[src/rtl/imm_pkg.sv]
// Shared immediate-extraction types and helper for the decode stage.
// IMM_GEN_ZIMM_EN enables the CSR zimm type (110); otherwise 110 decodes as illegal.
package imm_pkg;

    typedef enum logic [2:0] {
        IMM_I    = 3'b000,
        IMM_S    = 3'b001,
        IMM_B    = 3'b010,
        IMM_U    = 3'b011,
        IMM_J    = 3'b100,
        IMM_JALR = 3'b101,
        IMM_ZIMM = 3'b110
    } imm_src_e;

    // Skid buffer occupancy, encoded as {main_v, skid_v}.
    typedef enum logic [1:0] {
        BUF_EMPTY = 2'b00,
        BUF_ONE   = 2'b10,
        BUF_FULL  = 2'b11
    } buf_state_e;

    localparam int IMM_FIELD_MSB = 31;
    localparam int IMM_MAX_W     = 64;

    typedef struct packed {
        logic                 illegal;
        logic [IMM_MAX_W-1:0] imm;
    } imm_res_t;

    // Extends to the widest XLEN; narrower users truncate, which keeps the sign replication correct.
    function automatic imm_res_t imm_extract(input logic [IMM_FIELD_MSB:7] instr,
                                             input imm_src_e               src);
        imm_res_t res;
        res.illegal = 1'b0;
        res.imm     = '0;
        case (src)
            IMM_I, IMM_JALR: res.imm = {{52{instr[31]}}, instr[31:20]};
            IMM_S:           res.imm = {{52{instr[31]}}, instr[31:25], instr[11:7]};
            IMM_B:           res.imm = {{52{instr[31]}}, instr[7], instr[30:25], instr[11:8], 1'b0};
            IMM_U:           res.imm = {{32{instr[31]}}, instr[31:12], 12'b0};
            IMM_J:           res.imm = {{44{instr[31]}}, instr[19:12], instr[20], instr[30:21], 1'b0};
`ifdef IMM_GEN_ZIMM_EN
            IMM_ZIMM:        res.imm = {59'b0, instr[19:15]};
`endif
            default:         res.illegal = 1'b1;
        endcase
        return res;
    endfunction

endpackage

[src/rtl/imm_skid_buf.sv]
// Two-entry skid buffer: main register drives the outputs, skid register absorbs one extra entry.
// Handshake: a side transfers when valid && ready in the same cycle; in_ready is registered (!skid_v).
module imm_skid_buf
    import imm_pkg::*;
#(
    parameter int W = 8
) (
    input  logic         clk,
    input  logic         rst_n,
    input  logic         flush,
    input  logic         in_valid,
    output logic         in_ready,
    input  logic [W-1:0] in_data,
    output logic         out_valid,
    input  logic         out_ready,
    output logic [W-1:0] out_data
);

    buf_state_e   state;
    logic [W-1:0] main_d;
    logic [W-1:0] skid_d;
    logic         rdy_q;
    logic         accept;
    logic         pop;

    assign out_valid = state[1];
    assign out_data  = main_d;
    assign in_ready  = rdy_q;
    assign accept    = in_valid && rdy_q;
    assign pop       = out_valid && out_ready;

    // rdy_q resets low and rises on the first edge after reset release.
    always_ff @(posedge clk or negedge rst_n) begin
        if (!rst_n) begin
            state  <= BUF_EMPTY;
            main_d <= '0;
            skid_d <= '0;
            rdy_q  <= 1'b0;
        end else if (flush) begin
            state <= BUF_EMPTY;
            rdy_q <= 1'b1;
        end else begin
            rdy_q <= 1'b1;
            case (state)
                BUF_EMPTY: begin
                    if (accept) begin
                        main_d <= in_data;
                        state  <= BUF_ONE;
                    end
                end
                BUF_ONE: begin
                    if (accept && !pop) begin
                        skid_d <= in_data;
                        state  <= BUF_FULL;
                        rdy_q  <= 1'b0;
                    end else if (accept && pop) begin
                        main_d <= in_data;
                    end else if (pop) begin
                        state <= BUF_EMPTY;
                    end
                end
                BUF_FULL: begin
                    if (pop) begin
                        main_d <= skid_d;
                        state  <= BUF_ONE;
                    end else begin
                        rdy_q <= 1'b0;
                    end
                end
                default: state <= BUF_EMPTY;
            endcase
        end
    end

endmodule

[src/rtl/imm_gen_pipe.sv]
// Pipelined immediate generator: combinational extraction feeding a 2-entry skid buffer.
// Define IMM_GEN_ZIMM_EN to accept type 110 (CSR zimm); otherwise it is flagged illegal.
module imm_gen_pipe
    import imm_pkg::*;
#(
    parameter int XLEN  = 32,
    parameter int TAG_W = 32
) (
    input  logic             clk,
    input  logic             rst_n,
    input  logic             flush,
    input  logic             in_valid,
    output logic             in_ready,
    input  logic [24:0]      in_instr,
    input  logic [2:0]       in_imm_src,
    input  logic [TAG_W-1:0] in_tag,
    output logic             out_valid,
    input  logic             out_ready,
    output logic [XLEN-1:0]  out_imm,
    output logic [TAG_W-1:0] out_tag,
    output logic             out_illegal
);

    localparam int PW = 1 + XLEN + TAG_W;

    imm_res_t        res;
    logic [XLEN-1:0] imm_x;
    logic [PW-1:0]   in_payload;
    logic [PW-1:0]   out_payload;

    assign res        = imm_extract(in_instr, imm_src_e'(in_imm_src));
    assign imm_x      = XLEN'(res.imm);
    assign in_payload = {res.illegal, imm_x, in_tag};

    imm_skid_buf #(.W(PW)) u_buf (
        .clk       (clk),
        .rst_n     (rst_n),
        .flush     (flush),
        .in_valid  (in_valid),
        .in_ready  (in_ready),
        .in_data   (in_payload),
        .out_valid (out_valid),
        .out_ready (out_ready),
        .out_data  (out_payload)
    );

    assign {out_illegal, out_imm, out_tag} = out_payload;

endmodule

[config.mk]
export PLATFORM = sky130hd
export DESIGN_NAME = imm_gen_pipe
export DESIGN_NICKNAME = d
export VERILOG_FILES = /design/src/rtl/imm_pkg.sv /design/src/rtl/imm_skid_buf.sv /design/src/rtl/imm_gen_pipe.sv
export SDC_FILE = /design/constraint.sdc
export NUM_CORES = 1
export LEC_CHECK = 0
export BUFFER_PORTS_ARGS = -buffer_cell sky130_fd_sc_hd__buf_2
export CORE_AREA = 2 2 106 108
export DETAILED_ROUTE_END_ITERATION = 10
export DIE_AREA = 0 0 108 110
export PLACE_DENSITY = 0.85
export SKIP_CTS_REPAIR_TIMING = 1
export SYNTH_ARGS = -nofsm -noshare
export SYNTH_HDL_FRONTEND = slang
export SYNTH_SLANG_ARGS = --single-unit
export TNS_END_PERCENT = 10
[constraint.sdc]
create_clock -name clk -period 4.6 [get_ports clk]
set_input_delay 0.69 -clock clk [delete_from_list [all_inputs] [get_ports clk]]
set_output_delay 0.69 -clock clk [all_outputs]
set_load 0.005 [all_outputs]
## Word-level counts from Yosys, hierarchy flattened

Index checks and enable logic that the tools add are counted.

| cells by class | value |
|---|---|
| equal/unequal tests | 15 |
| mux-type cells | 18 |
| bitwise logic cells | 1 |
| reduce and logical (&&, ||, !) cells | 13 |

Operators with widths:

| kind | count |
|---|---|
| 65-bit two-way mux | 4 |
| 65-bit one-hot mux with 3 select lines | 1 |
| 32-bit one-hot mux with 5 select lines | 1 |
| 2-bit two-way mux | 6 |
| 3-bit by 2-bit == test with 1-bit output, second input constant | 2 |
| 3-bit == test, second input constant | 2 |
| 2-bit by 1-bit != test with 1-bit output, second input constant | 3 |
| 3-bit by 2-bit != test with 1-bit output, second input constant | 2 |
| 2-bit one-hot mux with 3 select lines | 1 |
| 6-bit AND reduction | 1 |
| 6-bit OR reduction | 1 |
| 2-bit == test, second input constant | 2 |
| 1-bit logical AND | 4 |
| 1-bit two-way mux | 4 |
| 4-bit by 2-bit != test with 1-bit output, second input constant | 1 |
| 4-bit by 3-bit != test with 1-bit output, second input constant | 1 |
| 4-bit AND reduction | 1 |
| 3-bit by 1-bit == test with 1-bit output, second input constant | 1 |
| 3-bit logical NOT | 1 |
| 3-bit AND reduction | 1 |
| 3-bit nonzero test | 1 |
| 2-bit logical NOT | 1 |
| 2-bit != test, second input constant | 1 |
| 1-bit one-hot mux with 2 select lines | 1 |
| 3 further kinds | 3 |

| storage, ports and cells | value |
|---|---|
| flip-flop bits (word level) | 133 |
| input bits | 65 |
| output and inout bits | 67 |
| logic and storage cells | 51 |

## Logic depth before layout (Yosys ltp)

| logic depth | value |
|---|---|
| depth in word-level cells | 6 |
| depth in mapped cells | 9 |
| gate-level depth less buffers | 6 |

## Modules after synthesis

Synthesis repeated with hierarchy kept, for this count alone.

| unflattened totals | value |
|---|---|
| cells, all modules | 537 |
| area, all modules | 6,204.7 sq um |

By module, submodules not included:

| module | instances | cells an instance | area each (sq um) | seq. area each (sq um) |
|---|---|---|---|---|
| imm_skid_buf | 1 | 449 | 5,636.7 | 3,328.2 |
| imm_gen_pipe | 1 | 88 | 568.0 | 0.0 |

## Worst setup path after synthesis

Ideal clock, no wire load.

| timing | value |
|---|---|
| path type | input -> register |
| start point | input port in_imm_src[1] |
| end point | register u_buf.main_d[56], in the netlist u_buf.out_data[56] |
| library setup time | 125 ps |
| arrival time | 1,730 ps |
| data required time | 4,475 ps |
| slack | 2,745 ps |
| stages on the path | 6 |
| path buffers | 2 |
| cell sequence | buf_2 > o21ai_0 > buf_2 > a22oi_1 > o21ai_0 > mux2_2 |

| between the ends | value |
|---|---|
| longest elaborated chain between the ends | 6 |
| elaborated cells between the ends (all ways) | 12 |
| classes of those cells | eq/ne (5); mux (5); reduce/logical (2) |

Ends and longest elaborated chain:

| element | line | RTL |
|---|---|---|
| from (decl) | imm_gen_pipe.sv:15 | `input logic [2:0] in_imm_src,` |
| 3-bit == test / 3-bit logical NOT (equally long branches) | imm_pkg.sv:36 | `case (src)` |
| 2-bit OR reduction | imm_pkg.sv:36 |  |
| 32-bit one-hot mux with 5 select lines * | imm_pkg.sv:36 |  |
| 65-bit two-way mux | imm_skid_buf.sv:56 | `end else if (accept && pop) begin` |
| 65-bit two-way mux | imm_skid_buf.sv:52 | `if (accept && !pop) begin` |
| 65-bit one-hot mux with 3 select lines * | imm_skid_buf.sv:44 | `case (state)` |
| to (signal assigned) | imm_skid_buf.sv:47 | `main_d <= in_data;` |
| to (signal assigned) | imm_skid_buf.sv:57 | `main_d <= in_data;` |
| to (signal assigned) | imm_skid_buf.sv:64 | `main_d <= skid_d;` |
| to (decl) | imm_skid_buf.sv:20 | `logic [W-1:0] main_d;` |

Mark *: on every way between the ends. The rest lies on a longest branch, timed or not. The select of a mux whose other input is x is not followed.
A chain may end at the register's enable or synchronous reset.

## Worst setup path in the final report

| timing | value |
|---|---|
| start point | register u_buf.state[1] |
| end point | register u_buf.main_d[36], in the netlist u_buf.out_data[36] |

| between the ends | value |
|---|---|
| longest elaborated chain between the ends | 5 |
| elaborated cells between the ends (all ways) | 14 |
| classes of those cells | eq/ne (6); mux (1); reduce/logical (7) |

Ends and longest elaborated chain:

| element | line | RTL |
|---|---|---|
| from (decl) | imm_skid_buf.sv:19 | `buf_state_e state;` |
| from (signal assigned) | imm_skid_buf.sv:35 | `state <= BUF_EMPTY;` |
| from (signal assigned) | imm_skid_buf.sv:40 | `state <= BUF_EMPTY;` |
| from (signal assigned) | imm_skid_buf.sv:48 | `state <= BUF_ONE;` |
| 1-bit logical AND | imm_skid_buf.sv:30 | `assign pop = out_valid && out_ready;` |
| 1-bit logical NOT | imm_skid_buf.sv:52 |  |
| 1-bit logical AND | imm_skid_buf.sv:52 |  |
| 2-bit != test (no source line) | - |  |
| 6-bit AND reduction (no source line) | - |  |

Several ways; a longest one is shown, not always the timed one.

==> metrics.cfg <==
[run_status]
status = complete, no violations

[pwr]
p_clk_frac = 0.295
power-per-cell-area_mw_per_mm2 = 619
p_int_uw = 3140
seq_power_share = 0.435
p_leak_uw = 0.00364
pwr-share-comb = 0.270
ir_worst_vdd_uv = 325
switching_share = 0.326
p_switching_uw = 1510
report.power.total_uw = 4650

[detailed_routing]
drt_iter0_markers = 365
avgRoutedWirePerCell_um = 16.1
drt_pass1_iterations = 5
vias = 5321
drt-total-wl_um = 15000
drt-vias-per-instance = 5.72
drc = 0
antenna_left = 0

[yosys]
synth_edf_count = 0
synth_ff_type = dfrtp_1
syn_area_mm2 = 0.00622
synth_warnings = 0
async_reset_ff_frac = 1.00
synth_seq_cells = 133
syn_nets = 741
synthCells = 672
synth_cell_types = 40
synth-seq-area-share = 0.535
synth.avg_cell_area_um2 = 9.26

[placed_design]
hpwl_um = 9440
port_buffers = 131
pre_cts_slack_ns = 1.80
routabilityCongestion = 0.970

[timing]
max_freq_mhz = 357
rsz0062_at_grt = no
min_period_ns = 2.80
worstMarginPinSlew_ns = 1.18
hold_viol = 0
slew_headroom = 0.213
post-route-period-util = 0.609
skew_ns = 0.00889
setup_slack_ns = 1.80
finalSetupTns_ns = 0
finalSetupViolCount = 0
finalMaxSlewViolations = 0

[layout]
drive_gt1_frac = 0.241
area_growth_pct = 20.8
num_antenna_cells = 0
fin_nets = 847

[flow_run]
maxCapViolCount = 0

[worst_hold_path]
hp-class = primary input to async pin

[clock_tree]
root_buffer = clkbuf_8
htree_num_levels = 4
cts_buffer_depth = 2
clk_latency_ns = 0.51
cts_sinks = 133
numCtsBuffers = 17
clk_pin_slew_ns = 0.06
cts_tree = built

[setup_path]
slowest_stage = o2111a_1
cp_common_cell = o21ai_0
cp_max_fo = 31
path_cells = inv_1 > ha_1 > nor2_1 > o2111a_1 > o21ai_0 > o21ai_0
path_class = register to register
worst_ep_required_time_ns = 5.03
worst_setup_path_end_kind = register
cp-start-kind = register
arrival_ns = 3.23
slowest_delay_ns = 1.04

[floorplanning]
die_w_um = 108
core_mm2 = 0.0107
pin_count = 132
dieHeight_um = 110
initial_core_util = 0.582
core.rowCount = 38
dieArea_mm2 = 0.0119

[grt]
grt_usage = 0.266
grt_max_degree = 100
gr-total-overflow = 0
grt_pass1_wl_um = 24800
antenna_found_initial = 0
grt_pass1_vias = 5152

[power by group through the flow]
stage	logic, uW	registers (uW)	clock network [uW]
global route	1450	2090	1450
floorplan	726	2000	0
finish	1260	2030	1370
CTS	1270	2020	1390
detailed placement	1260	2030	0
global placement	1190	2000	0
[through the flow]
stage	area [um2]	instances	util	hold WS, ns
floorplan	6220	672	-	0.394
global placement	6910	899	0.646	0.452
detailed placement	6910	899	0.646	0.460
CTS	7520	931	0.703	0.298
global route	7520	931	0.703	0.306
finish	7520	931	0.703	0.255
[cell usage after synthesis, types with 4 or more instances]
cell | instances | area, um2
o31ai_1 | 9 | 67.6
a21o_1 | 8 | 60.1
buf_2 | 21 | 105
nor2_1 | 13 | 48.8
nand4_1 | 8 | 50.1
nand2b_1 | 7 | 43.8
a22oi_1 | 13 | 97.6
clkbuf_1 | 24 | 90.1
inv_1 | 4 | 15.0
o21ai_0 | 85 | 425
nand2_1 | 210 | 788
mux2_2 | 12 | 135
o21a_1 | 5 | 37.5
a21oi_1 | 16 | 80.1
ha_1 | 4 | 50.1
dfrtp_1 | 133 | 3330
mux2i_1 | 32 | 320
nor3_1 | 5 | 25.0
a31oi_1 | 6 | 37.5
nand3_1 | 12 | 60.1
nand3b_1 | 8 | 60.1
a221oi_1 | 8 | 70.1
[metal layers]
layer,up-vias,share of wire,GRT usage
li1,2513,-,-
met1,2566,0.43,0.348
met2,229,0.49,0.429
met3,13,0.080,0.0841
met4,0,0.0085,0.0833
met5,-,0,0
[sequential cells by signal, indices dropped and copies added (netlist names)]
name and flops:
u_buf.out_data 65, u_buf.state 2, u_buf.skid_d 65, u_buf.in_ready 1
[final timing paths]
check,depth (start not counted),to,slack (ns),from
setup / recovery,6,u_buf.out_data[36]$_DFFE_PN0P_,1.80,u_buf.state[1]$_DFFE_PN0P_
hold / removal,1,u_buf.out_data[48]$_DFFE_PN0P_,0.26,rst_n
setup reg to reg,6,u_buf.out_data[36]$_DFFE_PN0P_,1.80,u_buf.state[1]$_DFFE_PN0P_
hold reg to reg,2,u_buf.out_data[48]$_DFFE_PN0P_,0.47,u_buf.out_data[48]$_DFFE_PN0P_
max in group asynchronous,2,u_buf.out_data[25]$_DFFE_PN0P_,3.31,rst_n
min in group clk,3,u_buf.skid_d[7]$_DFFE_PN0P_,0.38,in_tag[7]
[kinds of logic (layout without fill, tap and decap cells)]
| logic type | count (synthesis) | after routing | synth area share |
|---|---|---|---|
| simple gates | 276 | 276 | 0.189 |
| compound gates | 159 | 159 | 0.155 |
| flops | 133 | 133 | 0.535 |
| buf+inv | 56 | 175 | 0.0406 |
| mux | 44 | 44 | 0.0732 |
| fa+ha+maj | 4 | 4 | 0.00804 |
[worst max-delay path, delay by kind of cell (launching register included)]
family	cells	cell delay [ns]
compound gates	3	1.56
simple gates	1	0.29
buf+inv	1	0.14
fa+ha+maj	1	0.22
flops	1	0.51
[cell type report]
| type | count | area, um2 |
|---|---|---|
| repair buffers | 138 | 714 |
| clock inverters | 12 | 153 |
| well taps | 140 | 175 |
| multi-input cells | 483 | 2680 |
| clock buffers | 20 | 455 |
| flip-flops and latches | 133 | 3330 |
| inverters | 5 | 18.8 |
| fillers | 812 | 3180 |
[placed cells by master, fill, tap and decap left out, types with 4 or more instances in the layout]
cell / count
a21o_1: 8
a21oi_1: 16
a221oi_1: 8
a22oi_1: 13
a31oi_1: 6
buf_2: 130
buf_4: 7
clkbuf_16: 16
clkbuf_8: 4
clkinvlp_4: 4
dfrtp_1: 133
inv_1: 4
mux2_2: 12
mux2i_1: 32
nand2_1: 210
nand2b_1: 7
nand3_1: 12
nand3b_1: 8
nand4_1: 8
nor2_1: 13
nor3_1: 5
o21a_1: 5
o21ai_0: 84
o31ai_1: 9
No activity file was read; power rests on OpenSTA's default activity.
